<file path="src/rtl/fir_filter.sv">
// fir_filter: 8-tap direct-form FIR with fixed signed coefficients.
// A sample is taken on every clock. Products and an adder tree are
// registered, so a result reaches y_out 4 clocks after its sample.
// All sums are 32-bit two's complement and wrap; nothing saturates.
module fir_filter #(
  parameter logic signed [15:0] COEF0 = 16'sd1,
  parameter logic signed [15:0] COEF1 = 16'sd2,
  parameter logic signed [15:0] COEF2 = 16'sd3,
  parameter logic signed [15:0] COEF3 = 16'sd4,
  parameter logic signed [15:0] COEF4 = 16'sd4,
  parameter logic signed [15:0] COEF5 = 16'sd3,
  parameter logic signed [15:0] COEF6 = 16'sd2,
  parameter logic signed [15:0] COEF7 = 16'sd1
) (
  input  logic               clk,
  input  logic               reset,
  input  logic signed [15:0] x_in,
  output logic signed [31:0] y_out
);

  localparam logic signed [15:0] coef [8] = '{COEF0, COEF1, COEF2, COEF3,
                                              COEF4, COEF5, COEF6, COEF7};

  logic signed [15:0] d  [8];
  logic signed [31:0] p  [8];
  logic signed [31:0] s2 [4];
  logic signed [31:0] s3 [2];

  // Delay line: d[0] holds the newest sample, d[7] the oldest.
  always_ff @(posedge clk) begin
    if (reset) begin
      for (int i = 0; i < 8; i++) d[i] <= '0;
    end else begin
      d[0] <= x_in;
      for (int i = 1; i < 8; i++) d[i] <= d[i-1];
    end
  end

  // Stage 1: full-precision signed products, operands sign-extended to 32 bits.
  always_ff @(posedge clk) begin
    if (reset) begin
      for (int i = 0; i < 8; i++) p[i] <= '0;
    end else begin
      for (int i = 0; i < 8; i++) p[i] <= 32'(d[i]) * 32'(coef[i]);
    end
  end

  // Stage 2: pairwise sums of neighbouring products.
  always_ff @(posedge clk) begin
    if (reset) begin
      for (int j = 0; j < 4; j++) s2[j] <= '0;
    end else begin
      for (int j = 0; j < 4; j++) s2[j] <= p[2*j] + p[2*j+1];
    end
  end

  // Stage 3: pairwise sums of the stage-2 results.
  always_ff @(posedge clk) begin
    if (reset) begin
      s3[0] <= '0;
      s3[1] <= '0;
    end else begin
      s3[0] <= s2[0] + s2[1];
      s3[1] <= s2[2] + s2[3];
    end
  end

  // Stage 4: final wrap-around sum drives the registered output.
  always_ff @(posedge clk) begin
    if (reset) begin
      y_out <= '0;
    end else begin
      y_out <= s3[0] + s3[1];
    end
  end

endmodule

</file>
<file path="config.mk">
export PLATFORM = sky130hd
export DESIGN_NAME = fir_filter
export DESIGN_NICKNAME = d
export VERILOG_FILES = /design/src/rtl/fir_filter.sv
export SDC_FILE = /design/constraint.sdc
export NUM_CORES = 1
export LEC_CHECK = 0
export ABC_AREA = 1
export CELL_PAD_IN_SITES_DETAIL_PLACEMENT = 0
export CELL_PAD_IN_SITES_GLOBAL_PLACEMENT = 2
export CORE_MARGIN = 2
export CORE_UTILIZATION = 39
export DETAILED_ROUTE_END_ITERATION = 16
export HOLD_SLACK_MARGIN = 0.12
export PLACE_DENSITY = 0.87
export SYNTH_ARGS = -nofsm -noshare
export SYNTH_HDL_FRONTEND = slang
export SYNTH_SLANG_ARGS = --single-unit
</file>
<file path="constraint.sdc">
create_clock -name clk -period 5.1 [get_ports clk]
set_input_delay 1.275 -clock clk [delete_from_list [all_inputs] [get_ports clk]]
set_output_delay 1.275 -clock clk [all_outputs]
set_load 0.1 [all_outputs]
</file>
==> results summary, run 1 <==
STA classifies the critical path endpoint as an output pin. The first global-routing pass estimated 102,000 um of wire. The core region is 57,700 sq um. Counting every net in the synthesized netlist gives 3,635. The clock latency on the worst-skew pair came out at 0.58 ns.

The number of enable-type register cells in the synthesized netlist came out at 0. The post-layout net count came out at between 3,000 and 4,000. The final hold violation count is 0.

Including well taps, the total number of placed cells is around 4,200. The maximum clock insertion buffer count came out at 3. Setup repair after global routing left no endpoint under its margin. The layout cell share with drive strength beyond 1 is 0.0549.

The overall routing resource usage is 0.214. The buffering stage count on the worst path with inverters included came out at 1. The clock period minus worst slack is 3.46 ns. At the worst endpoint, the required time is 3.83 ns. After technology mapping, the gate count stands at 3,391.

Static timing analysis puts the maximum clock frequency at ~290 MHz. The floorplan has 88 rows. The post-layout instance count excluding filler cells is 4,246. The met1 track demand over resource in global routing is 0.306. Among all flip-flop cells after synthesis, the most frequent one is dfxtp_1. For this design, the CTS-stage hold fixing added 0 buffers.

Entering global routing, the biggest net connects 117 pins. The floorplan step defined a die boundary enclosing 60,300 sq um. The worst hold margin is 0.394 ns. Buffers added to address setup during post-CTS repair amount to 0.

At the worst endpoint, the arrival time is 2.18 ns. CTS built an H-tree with a depth of 2. The worst stage delay on the critical path is 1.18 ns. The global routing usage on met3 came out at 0.0243. The DRC violations left is 0. The height of the chip came out at between 200 and 250 um.

The startpoint identified for the worst hold timing path is d[0][12]$_SDFF_PP0_. The effective utilization at floorplan is 0.395. Dividing total power by cell area gives a power density of 268 nW/um^2. The final count of pins violating max slew came out at 0. TritonCTS built the clock tree. The family with the most delay on the worst path is buffers and inverters.

At the pin with the least slew margin, the transition time is 1.01 ns. In this run the tightest slew margin relative to its limit is 0.325. The count of distinct cell types in the synthesized netlist is 39. The I/O pin total is 50.

Buffers inserted during clock tree synthesis total 45. The aggregate routed wire length is 63,200 um. The global routing met2 resource utilization came out at 0.338. In this run the most used layer during global routing was met2. The clock-pin slew on the worst setup and hold paths is approximately 0.06 ns.

The worst clock skew came out at 0.0207 ns. The number of sinks handled by clock tree synthesis came out at 401. The violation count after the first detailed-routing iteration is around 1,200. 0 antenna diodes ended up in the layout. Routability-driven placement finished with a final weighted congestion of 0.855. The count of TritonRoute iterations in the first routing pass came out at 5.

In this run the mean area of a mapped cell was ~6.7 sq um. The number of violations of the max-capacitance limit is 0. The highest net fanout along the worst path came out at 1. The cell type of the slowest stage on the worst timing path is clkdlybuf4s50_1. The first element of the critical path is y_out[5]$_SDFF_PP0_. The flow ran to the end, and the final reports show no timing, DRC or antenna violations. The number of gates resized after CTS was 0. The routed length per placed instance came out at 14.9 um. After synthesis, the share of flip-flops with an asynchronous set or reset is 0.

In this run the clock root is driven by a clkbuf_16. The count of nets left with antenna violations once routing finished came out at 0. The layout-stage area growth over the synthesis result is 12.0%. Using the TritonRoute via totals, the vias-per-cell ratio works out to about 4.8. The sum of negative setup slack came out at 0 ns. The number of global-route vias before repair is 19,200. The min-delay analysis places its worst path in the category flop to flop.

The setup path with the least slack is of type flop to output pin. The die is approximately 250 um wide. During placement, the flow inserted port buffers numbering between 40 and 50.

The worst setup path is launched from a flop. The total grt overflow is 0. The routed layout has 20,300 vias. The static leakage came out at 13.2 nW. The signal on the critical path passes through clkdlybuf4s50_1. The number of warnings reported in the yosys synthesis log is 0. The placed wire-length estimate is 50,800 um. The area of the mapped netlist came out at between 20,000 and 25,000 sq um.

The initial antenna violation count was 0. The number of synthesized register bits came out at 401. The total chip power came out at 6.83 mW. The maximum VDD drop is 0.247 mV.

Of the available clock period, the critical path in the final layout requires 0.678. The worst register-to-register path begins at p[0][132]$_SDFF_PP0_. The count of final setup violators is 0. The post-synthesis sequential area ratio came out at 0.353.
-- synth_stat cells, types with 14 or more instances --
| cell | n | share of area |
|---|---|---|
| o21bai_1 | 17 | 0.0056 |
| nor2_2 | 16 | 0.0044 |
| nand4_1 | 16 | 0.0044 |
| ha_1 | 217 | 0.12 |
| o21a_1 | 17 | 0.0056 |
| o21ai_0 | 105 | 0.023 |
| inv_2 | 15 | 0.0025 |
| inv_1 | 545 | 0.090 |
| and2_1 | 14 | 0.0038 |
| nor2_1 | 511 | 0.084 |
| a21oi_1 | 289 | 0.064 |
| a21o_1 | 15 | 0.0049 |
| dfxtp_1 | 401 | 0.35 |
| nand3_1 | 133 | 0.029 |
| buf_2 | 15 | 0.0033 |
| clkbuf_1 | 18 | 0.0030 |
| nand2_2 | 45 | 0.012 |
| nand2_1 | 900 | 0.15 |
| nand3_2 | 18 | 0.0079 |
-- layer usage --
layer	vias up	routed length, um	part of all wire
met3	90	2340	0.037
met5	-	0	0
met1	9141	32300	0.51
li1	10700	-	-
met4	0	1560	0.025
met2	353	27000	0.43
-- cell usage in the layout, fill, tap and decap left out, types with 2 or more instances in the layout --
cell type | synthesis | routed
ha_1 | 217 | 217
a21boi_0 | 2 | 2
and2_1 | 14 | 14
nand2_2 | 45 | 45
clkbuf_1 | 18 | 11
nor3_1 | 13 | 13
o22ai_1 | 2 | 2
o21ai_0 | 105 | 105
dfxtp_1 | 401 | 401
fa_1 | 9 | 9
o21ai_2 | 4 | 4
nand3_2 | 18 | 18
clkinvlp_4 | 0 | 2
nand2_1 | 900 | 900
nand3_1 | 133 | 133
buf_4 | 2 | 3
clkbuf_16 | 0 | 45
nand4_1 | 16 | 16
nor3_2 | 13 | 13
a21o_1 | 15 | 15
nor4_1 | 3 | 3
inv_2 | 15 | 15
a21oi_1 | 289 | 289
a21oi_2 | 5 | 5
clkinv_4 | 0 | 3
o21ai_1 | 7 | 7
nor2_2 | 16 | 16
bufinv_16 | 0 | 5
o21bai_1 | 17 | 17
inv_1 | 545 | 545
clkinv_2 | 0 | 9
nor2_1 | 511 | 511
clkdlybuf4s50_1 | 0 | 48
xnor2_1 | 9 | 9
and3_1 | 2 | 2
a22oi_1 | 2 | 2
o21a_1 | 17 | 17
clkbuf_8 | 0 | 3
-- worst paths after layout --
path         slack (ns)              endpoint  depth (start not counted)
max                1.64              y_out[5]                          1
min                0.39   p[0][12]$_SDFF_PP0_                          2
max reg2reg        2.71  p[0][176]$_SDFF_PP0_                         11
min reg2reg        0.39   p[0][12]$_SDFF_PP0_                          2
-- cells by family (layout without fill, tap and decap cells) --
group | after synthesis | in the layout | synth area share
and+or+nand+nor | 1687 | 1687 | 0.306
xor gates and xnor gates | 9 | 9 | 0.00346
DFF | 401 | 401 | 0.353
adders and majority gates | 226 | 226 | 0.127
buffers and inverters | 602 | 692 | 0.101
AOI/OAI and AO/OA | 466 | 466 | 0.110
-- cell type report --
class	instances	area [sq um]
tap	765	957
inverter	561	2110
clock inverter	20	245
clock buffer	59	1210
fill	6170	32200
multi-input combinational	2388	12400
sequential	401	8030
timing repair buffer	52	514
-- through the flow --
| step | setup WS, ns | area (sq um) | utilization |
|---|---|---|---|
| after floorplan | 2.92 | 22800 | - |
| after global placement | 1.45 | 24100 | 0.417 |
| after detailed placement | 1.39 | 24100 | 0.417 |
| after CTS | 1.62 | 25500 | 0.442 |
| after global routing | 1.62 | 25500 | 0.442 |
| final | 1.64 | 25500 | 0.442 |
-- where the power goes --
part           switching, mW  total, mW  internal, mW  leakage [nW]
clock                   1.32       3.25          1.92         0.712
combinational          0.241      0.349         0.108          9.21
sequential            0.0394       3.23          3.19          3.25
total                   1.60       6.83          5.23          13.2
-- registers in the layout, indices dropped and copies added, names as in the netlist --
register and flops:
d 50, s2 126, y_out 32, p 129
s3 64
Note: power is estimated with default switching activity, not from simulation.
==> inputs of run 2 (changes only) <==
- CORE_UTILIZATION: 39 -> 36
- PLACE_DENSITY: 0.87 -> 0.81
- clock period: 5.1 -> 3.6 ns (I/O delays scaled with it)
==> run 2 against run 1 <==
Effect of this change:
- first-iteration DRC count is 2.6% lower
- non-clock buffer count increased by 4
- sequential power increased by 42%
- combinational power increased by 45%
- power rose by 54%
- worst hold slack improved by 0.0054 ns
- die area is 8.2% higher
- global-route usage shrank 0.98 points
- final cell count up 2.3%
- largest power group unchanged
- critical endpoint is now y_out[24]
==> results summary, run 2 (synthesized netlist as in run 1, its figures left out) <==
The run finished with clean final reports. TritonCTS built the clock tree. The maximum clock insertion buffer count is 3. The root buffer selected by CTS is clkbuf_16. p holds more flip-flops than any other register. The I/O pin total came out at 50. The routed design could run at a clock period as short as 2.94 ns. The number of global-route vias before repair came out at 19,400. The post-place instance area came out at 24,100 sq um. The min-delay analysis places its worst path in the category flop to flop. The final weighted congestion in routability-driven placement is just under 0.9. The total of buffers placed on input and output ports came out at 49.

Dividing total power by cell area gives a power density of around 410 nW/um^2. The number of inserted diodes came out at 0. The maximum number of pins on one net before global-route repair is between 70 and 80. The DRC violations left is 0.

The worst setup path is captured at an output pin. In the final layout, the registers with the most flip-flops are p (129), s2 (126), s3 (64). The worst hold path begins at d[0][6]$_SDFF_PP0_. The hold-fix buffer count after cts came out at 0.

Across all layers, the routed design uses just over 20,000 vias. The maximum VDD drop came out at between 0.3 and 0.4 mV. Data on the critical path is required at its endpoint by 2.70 ns.

The worst-margin pin slew came out at 0.969 ns. The count of final setup violators came out at 0. The final hold violation count came out at 0. Timing analysis after detailed placement gives a worst setup slack of 1.25 ns. The worst hold path stage count came out at 2. Global routing finished with a remaining overflow of 0. The placed wire-length estimate came out at roughly 54,000 um.

The highest net fanout along the worst path is 1. The aggregate routed wire length is approximately 67,000 um. The post-CTS setup-driven buffer insertion count came out at 0. The height of the chip came out at 255 um. The H-tree level count is 2. The wire length of the first global-routing pass is 106,000 um.

The end of the worst register-to-register path is p[0][76]$_SDFF_PP0_. The register with the most flip-flops in the layout has 129 of them. Derived from the worst setup path, the maximum achievable clock frequency is 341 MHz.

From synthesis to final layout, the design area changed by 13.9%. The worst slew margin relative to its limit came out at 0.352. The cell count along the critical path came out at 1. Setup repair after global routing left no endpoint under its margin. The sum of negative setup slack is 0 ns.

The static leakage came out at around 13 nW. The library cell used most frequently in the layout, excluding fill and tap cells, is nand2_1. The violation count after the first detailed-routing iteration came out at 1,142.

At the end of the flow the core is filled with cells to 0.413. The later pin in the worst-skew pair is clocked with a latency of 0.60 ns. The die is 255 um wide. The post-route worst setup slack is 0.664 ns. The number of placed instances with taps included came out at 4,252. The floorplan has 92 rows. Grouping stages by cell kind, the critical path spends the most delay in buffers and inverters.

At the worst endpoint, the arrival time is about 2 ns. The worst hold path terminates at p[0][6]$_SDFF_PP0_. The library cells used most frequently in the layout, excluding fill and tap cells, are nand2_1 (900), inv_1 (545), nor2_1 (511). The clock-pin slew on the worst setup and hold paths came out at around 0.06 ns. The number of gates resized after cts came out at 0. The net count of the finished layout is 3,700. The overall routing resource usage is 0.204. The worst stage delay on the critical path came out at roughly 1.1 ns. The cell depth of the worst flop-to-flop path came out at 10.

The buffering stage count on the worst path with inverters included is 1. The total CTS buffers is between 40 and 50. The final count of pins violating max slew was 0. The number of violations of the max-capacitance limit is 0. The slowest stage of the critical path belongs to the cell clkdlybuf4s50_1.

The critical path goes through clkdlybuf4s50_1. Dividing the detail-routed wire length by the instance count gives roughly 15 um. The worst hold margin is 0.399 ns. The area of the core came out at ~63,000 sq um. STA classifies the critical path startpoint as a flop. The launch point of the worst reg-to-reg path is p[0][34]$_SDFF_PP0_.

The count of TritonRoute iterations in the first routing pass came out at 6. The worst clock skew came out at 0.0175 ns. The area of the die came out at 65,300 sq um. For this configuration, the core starts out at a cell density of 0.362. The design draws between 10 and 15 mW.

The layout cell share with drive strength beyond 1 came out at 0.0655. The average via count per standard cell came out at 4.63. The final period utilization came out at 0.816. Summing all non-filler instances in the final layout gives an area of between 20,000 and 30,000 sq um.

For this run, the number of standard cells in the final layout without fillers is 4,342. The count of antenna-violating nets left after detailed routing came out at 0. The initial antenna violation count came out at 0. In this run the register-to-register setup slack is 1.32 ns. The number of sinks handled by clock tree synthesis came out at 401. The critical path is of the flop to output pin type.
==> run 2: cell types whose count changed in the layout (fill, tap and decap cells not counted), moves of 3 or more <==
cell             before  now
clkdlybuf4s50_1      48   28
bufinv_16             5   11
clkbuf_8              3    6
buf_4                 3   26
clkbuf_16            45   48
clkbuf_1             11    8
==> run 2: metal layers <==
| metal | track usage | wire length, um | vias to the layer above |
|---|---|---|---|
| li1 | - | - | 10800 |
| met1 | 0.295 | 34800 | 8965 |
| met2 | 0.320 | 28200 | 304 |
| met3 | 0.0261 | 2280 | 85 |
| met4 | 0.0528 | 1640 | 0 |
| met5 | 0 | 0 | - |
==> run 2: area by class of cell <==
cell class / instances / area [sq um]
fill: 6739 / 36900
multi-input combinational: 2388 / 12400
sequential: 401 / 8030
inverter: 561 / 2110
clock buffer: 62 / 1310
tap: 846 / 1060
timing repair buffer: 56 / 507
clock inverter: 28 / 467
==> run 2: worst register-to-register path, delay by kind of cell (launching register included) <==
family / cells / cell delay (ns)
DFF: 1 / 0.42
AOI/OAI and AO/OA: 2 / 0.40
adders and majority gates: 3 / 0.94
and+or+nand+nor: 5 / 0.46
==> run 2: power breakdown <==
| group | internal (mW) | switching (mW) |
|---|---|---|
| clock network | 3.39 | 2.06 |
| logic | 0.155 | 0.350 |
| registers | 4.53 | 0.0549 |
==> run 2: worst max-delay path by stage <==
| stage | from | end |
|---|---|---|
| after floorplan | p[0][34]$_SDFF_PP0_ | p[0][80]$_SDFF_PP0_ |
| after global placement | y_out[27]$_SDFF_PP0_ | y_out[27] |
| after detailed placement | y_out[24]$_SDFF_PP0_ | y_out[24] |
| after CTS | y_out[24]$_SDFF_PP0_ | y_out[24] |
| after global routing | y_out[24]$_SDFF_PP0_ | y_out[24] |
| final | y_out[24]$_SDFF_PP0_ | y_out[24] |
==> inputs of run 3 (changes only) <==
- CORE_UTILIZATION: 36 -> 32
- PLACE_DENSITY: 0.81 -> 0.76
- clock period: 3.6 -> 2.7 ns (I/O delays scaled with it)
==> run 3 against run 2 <==
Effect of this change:
- non-clock buffer count up 9
- global-route usage fell by 2.0 points
- sequential power grew 33%
- final cell count is 2.2% higher
- die area is 12% higher
- worst hold slack worse by 0.0072 ns
- count of clock-buffer cells in the layout grew 3
- setup slack got worse by 0.26 ns
- power increased by 26%
- register-to-register slack got worse by 0.92 ns
- flip-flop and latch count unchanged
- routed wire length barely moved
- critical endpoint is now p[0][80]$_SDFF_PP0_
==> results summary, run 3 (synthesized netlist as in run 1, its figures left out) <==
The post-layout net count is 3,707. Among the stages of the critical path, the cell type that occurs most often is nor2_1. The floorplan step defined a die boundary enclosing 73,300 sq um. The maximum clock insertion buffer count came out at 3. The number of placed instances, taps included, is 4,355. The most critical setup path has its startpoint at p[0][34]$_SDFF_PP0_. The first global-routing pass estimated 108,000 um of wire. The number of rows in the core area is 97. The total number of vias is approximately 20,000.

The worst slew margin relative to its limit came out at 0.566. The number of global-route vias before repair was 19,600. The post-place instance area came out at 24,300 sq um. In the routed layout, each cell is associated on average with a via count of 4.54. The buffering stage count on the worst path with inverters included came out at 0. The initial antenna violation count came out at 0. The count of TritonRoute iterations in the first routing pass is 7. The count of antenna-violating nets left after detailed routing is 0. The worst hold margin came out at slightly below 0.4 ns. The clock latency on the worst-skew pair is 0.59 ns. Summed over all cells, the static leakage comes to 13.4 nW. For the pin with the worst max-slew slack, the measured transition is 0.647 ns. By startpoint and endpoint, the worst setup path is classified as flop to flop. In the final layout, the registers with the most flip-flops are p (129), s2 (126), s3 (64). STA classifies the critical path endpoint as a flop. The layout-stage area growth over the synthesis result came out at 13.8%.

The leading cell type in the layout, fill and taps excluded is nand2_1. The peak clock frequency supported by timing is 435 MHz. The height of the chip came out at 271 um. Entering global routing, the biggest net connects 101 pins. Measured on the finished design, the core utilization comes to 0.369.

The final hold violation count came to 0. The finished cells cover between 20,000 and 30,000 sq um. The launch point of the worst reg-to-reg path is p[0][34]$_SDFF_PP0_.

The total CTS buffers came out at 46. Routability-driven placement finished with a final weighted congestion of 0.871. TritonCTS built the clock tree. The worst stage delay on the critical path came out at 0.43 ns. The layout cell share with drive strength beyond 1 came out at 0.0686. The placed wire-length estimate came out at 55,200 um. The top cell types in the final layout, fill and taps aside, are nand2_1 (900), inv_1 (545), nor2_1 (511). In this run the clock root is driven by a clkbuf_16. The number of gates resized after cts is 0. The final count of pins violating max slew came out at 0.

The area of the core came out at between 70,000 and 80,000 sq um. The effective utilization at floorplan came out at 0.324. The count of final setup violators came out at 0. The worst clock skew came out at ~0.017 ns.

The die width is approximately 270 um. The flow ran to the end, and the final reports show no timing, DRC or antenna violations. The critical path arrival came out at 2.78 ns. The power density of the placed cells is 514 nW/um^2. Data on the critical path is required at its endpoint by 3.18 ns. Leaving out filler cells and counting taps, the final layout contains 4,438. The worst-case IR drop observed on VDD is 0.401 mV. The number of inserted diodes is 0. The clock period minus worst slack is between 2 and 2.5 ns. The clock-pin slew on the worst setup and hold paths is roughly 0.060 ns. STA classifies the critical path startpoint as a flop. The startpoint identified for the worst hold timing path is d[0][54]$_SDFF_PP0_.

Setup repair after global routing left no endpoint under its margin. The cell type of the slowest stage on the worst timing path is dfxtp_1. The highest net fanout along the worst path is 5.

For this block, the initial DRC count from the detailed router was between 1,000 and 1,500. The sum of negative setup slack came out at 0 ns. The register with the most flip-flops in the layout has 129 of them. In this run, post-CTS hold repair placed 0 buffers. The routed length per placed instance is 15.1 um. In the routed design, unresolved DRC markers number 0.

The overall routing resource usage is 0.184. The total of buffers placed on input and output ports is about 50. The number of sinks handled by clock tree synthesis is 401.

Walking the worst path, the cells encountered are ha_1, ha_1, fa_1, nand3_1, nand2_1, a21oi_1, nor2_1, nand2_1, nand3_1, nor2_1, nor2_1. The H-tree level count is 2. Summed over all layers, the global routing overflow is 0. For this design the top-level I/O count stands at 50. In this design, the largest share of critical-path delay is due to adder cells. The number of violations of the max-capacitance limit came out at 0. In the finished design, the share of the clock period the worst path needs comes to 0.852. Once the clock tree was built, the setup fixing pass inserted 0 buffers. The aggregate routed wire length came out at roughly 67,000 um. The min-delay analysis places its worst path in the category flop to flop. More flip-flops sit in one register than any other, and that register is p.
==> run 3: layout make-up <==
class	instances	area, sq um
fill	7550	44400
tap	940	1180
multi-input combinational	2388	12400
clock inverter	18	283
clock buffer	65	1300
sequential	401	8030
inverter	561	2110
timing repair buffer	65	569
==> run 3: path summary, 6_finish.rpt <==
check | depth (start not counted) | slack (ns) | end
max | 11 | 0.40 | p[0][80]$_SDFF_PP0_
min | 2 | 0.39 | p[0][104]$_SDFF_PP0_
max reg2reg | 11 | 0.40 | p[0][80]$_SDFF_PP0_
min reg2reg | 2 | 0.39 | p[0][104]$_SDFF_PP0_
==> run 3: through the flow <==
step | total power [mW] | setup WS (ns)
floorplan | 6.69 | 0.672
global placement | 6.94 | 0.450
detailed placement | 6.94 | 0.441
CTS | 13.6 | 0.419
global route | 13.9 | 0.246
finish | 13.3 | 0.400
==> run 3: layer usage <==
metal,track usage,share of wire
met5,0,0
met4,0.0381,0.017
met3,0.0222,0.030
met2,0.295,0.43
met1,0.264,0.52
==> run 3: worst min-delay path: cells and delay by family (launching register included) <==
kind,cells,cell delay [ns]
buffers and inverters,1,0.04
DFF,1,0.29
and+or+nand+nor,1,0.03
==> run 3: where the power goes <==
part,internal [mW],switching (mW),leakage (nW)
sequential,6.03,0.0631,3.25
combinational,0.218,0.483,9.36
clock,3.95,2.56,0.772
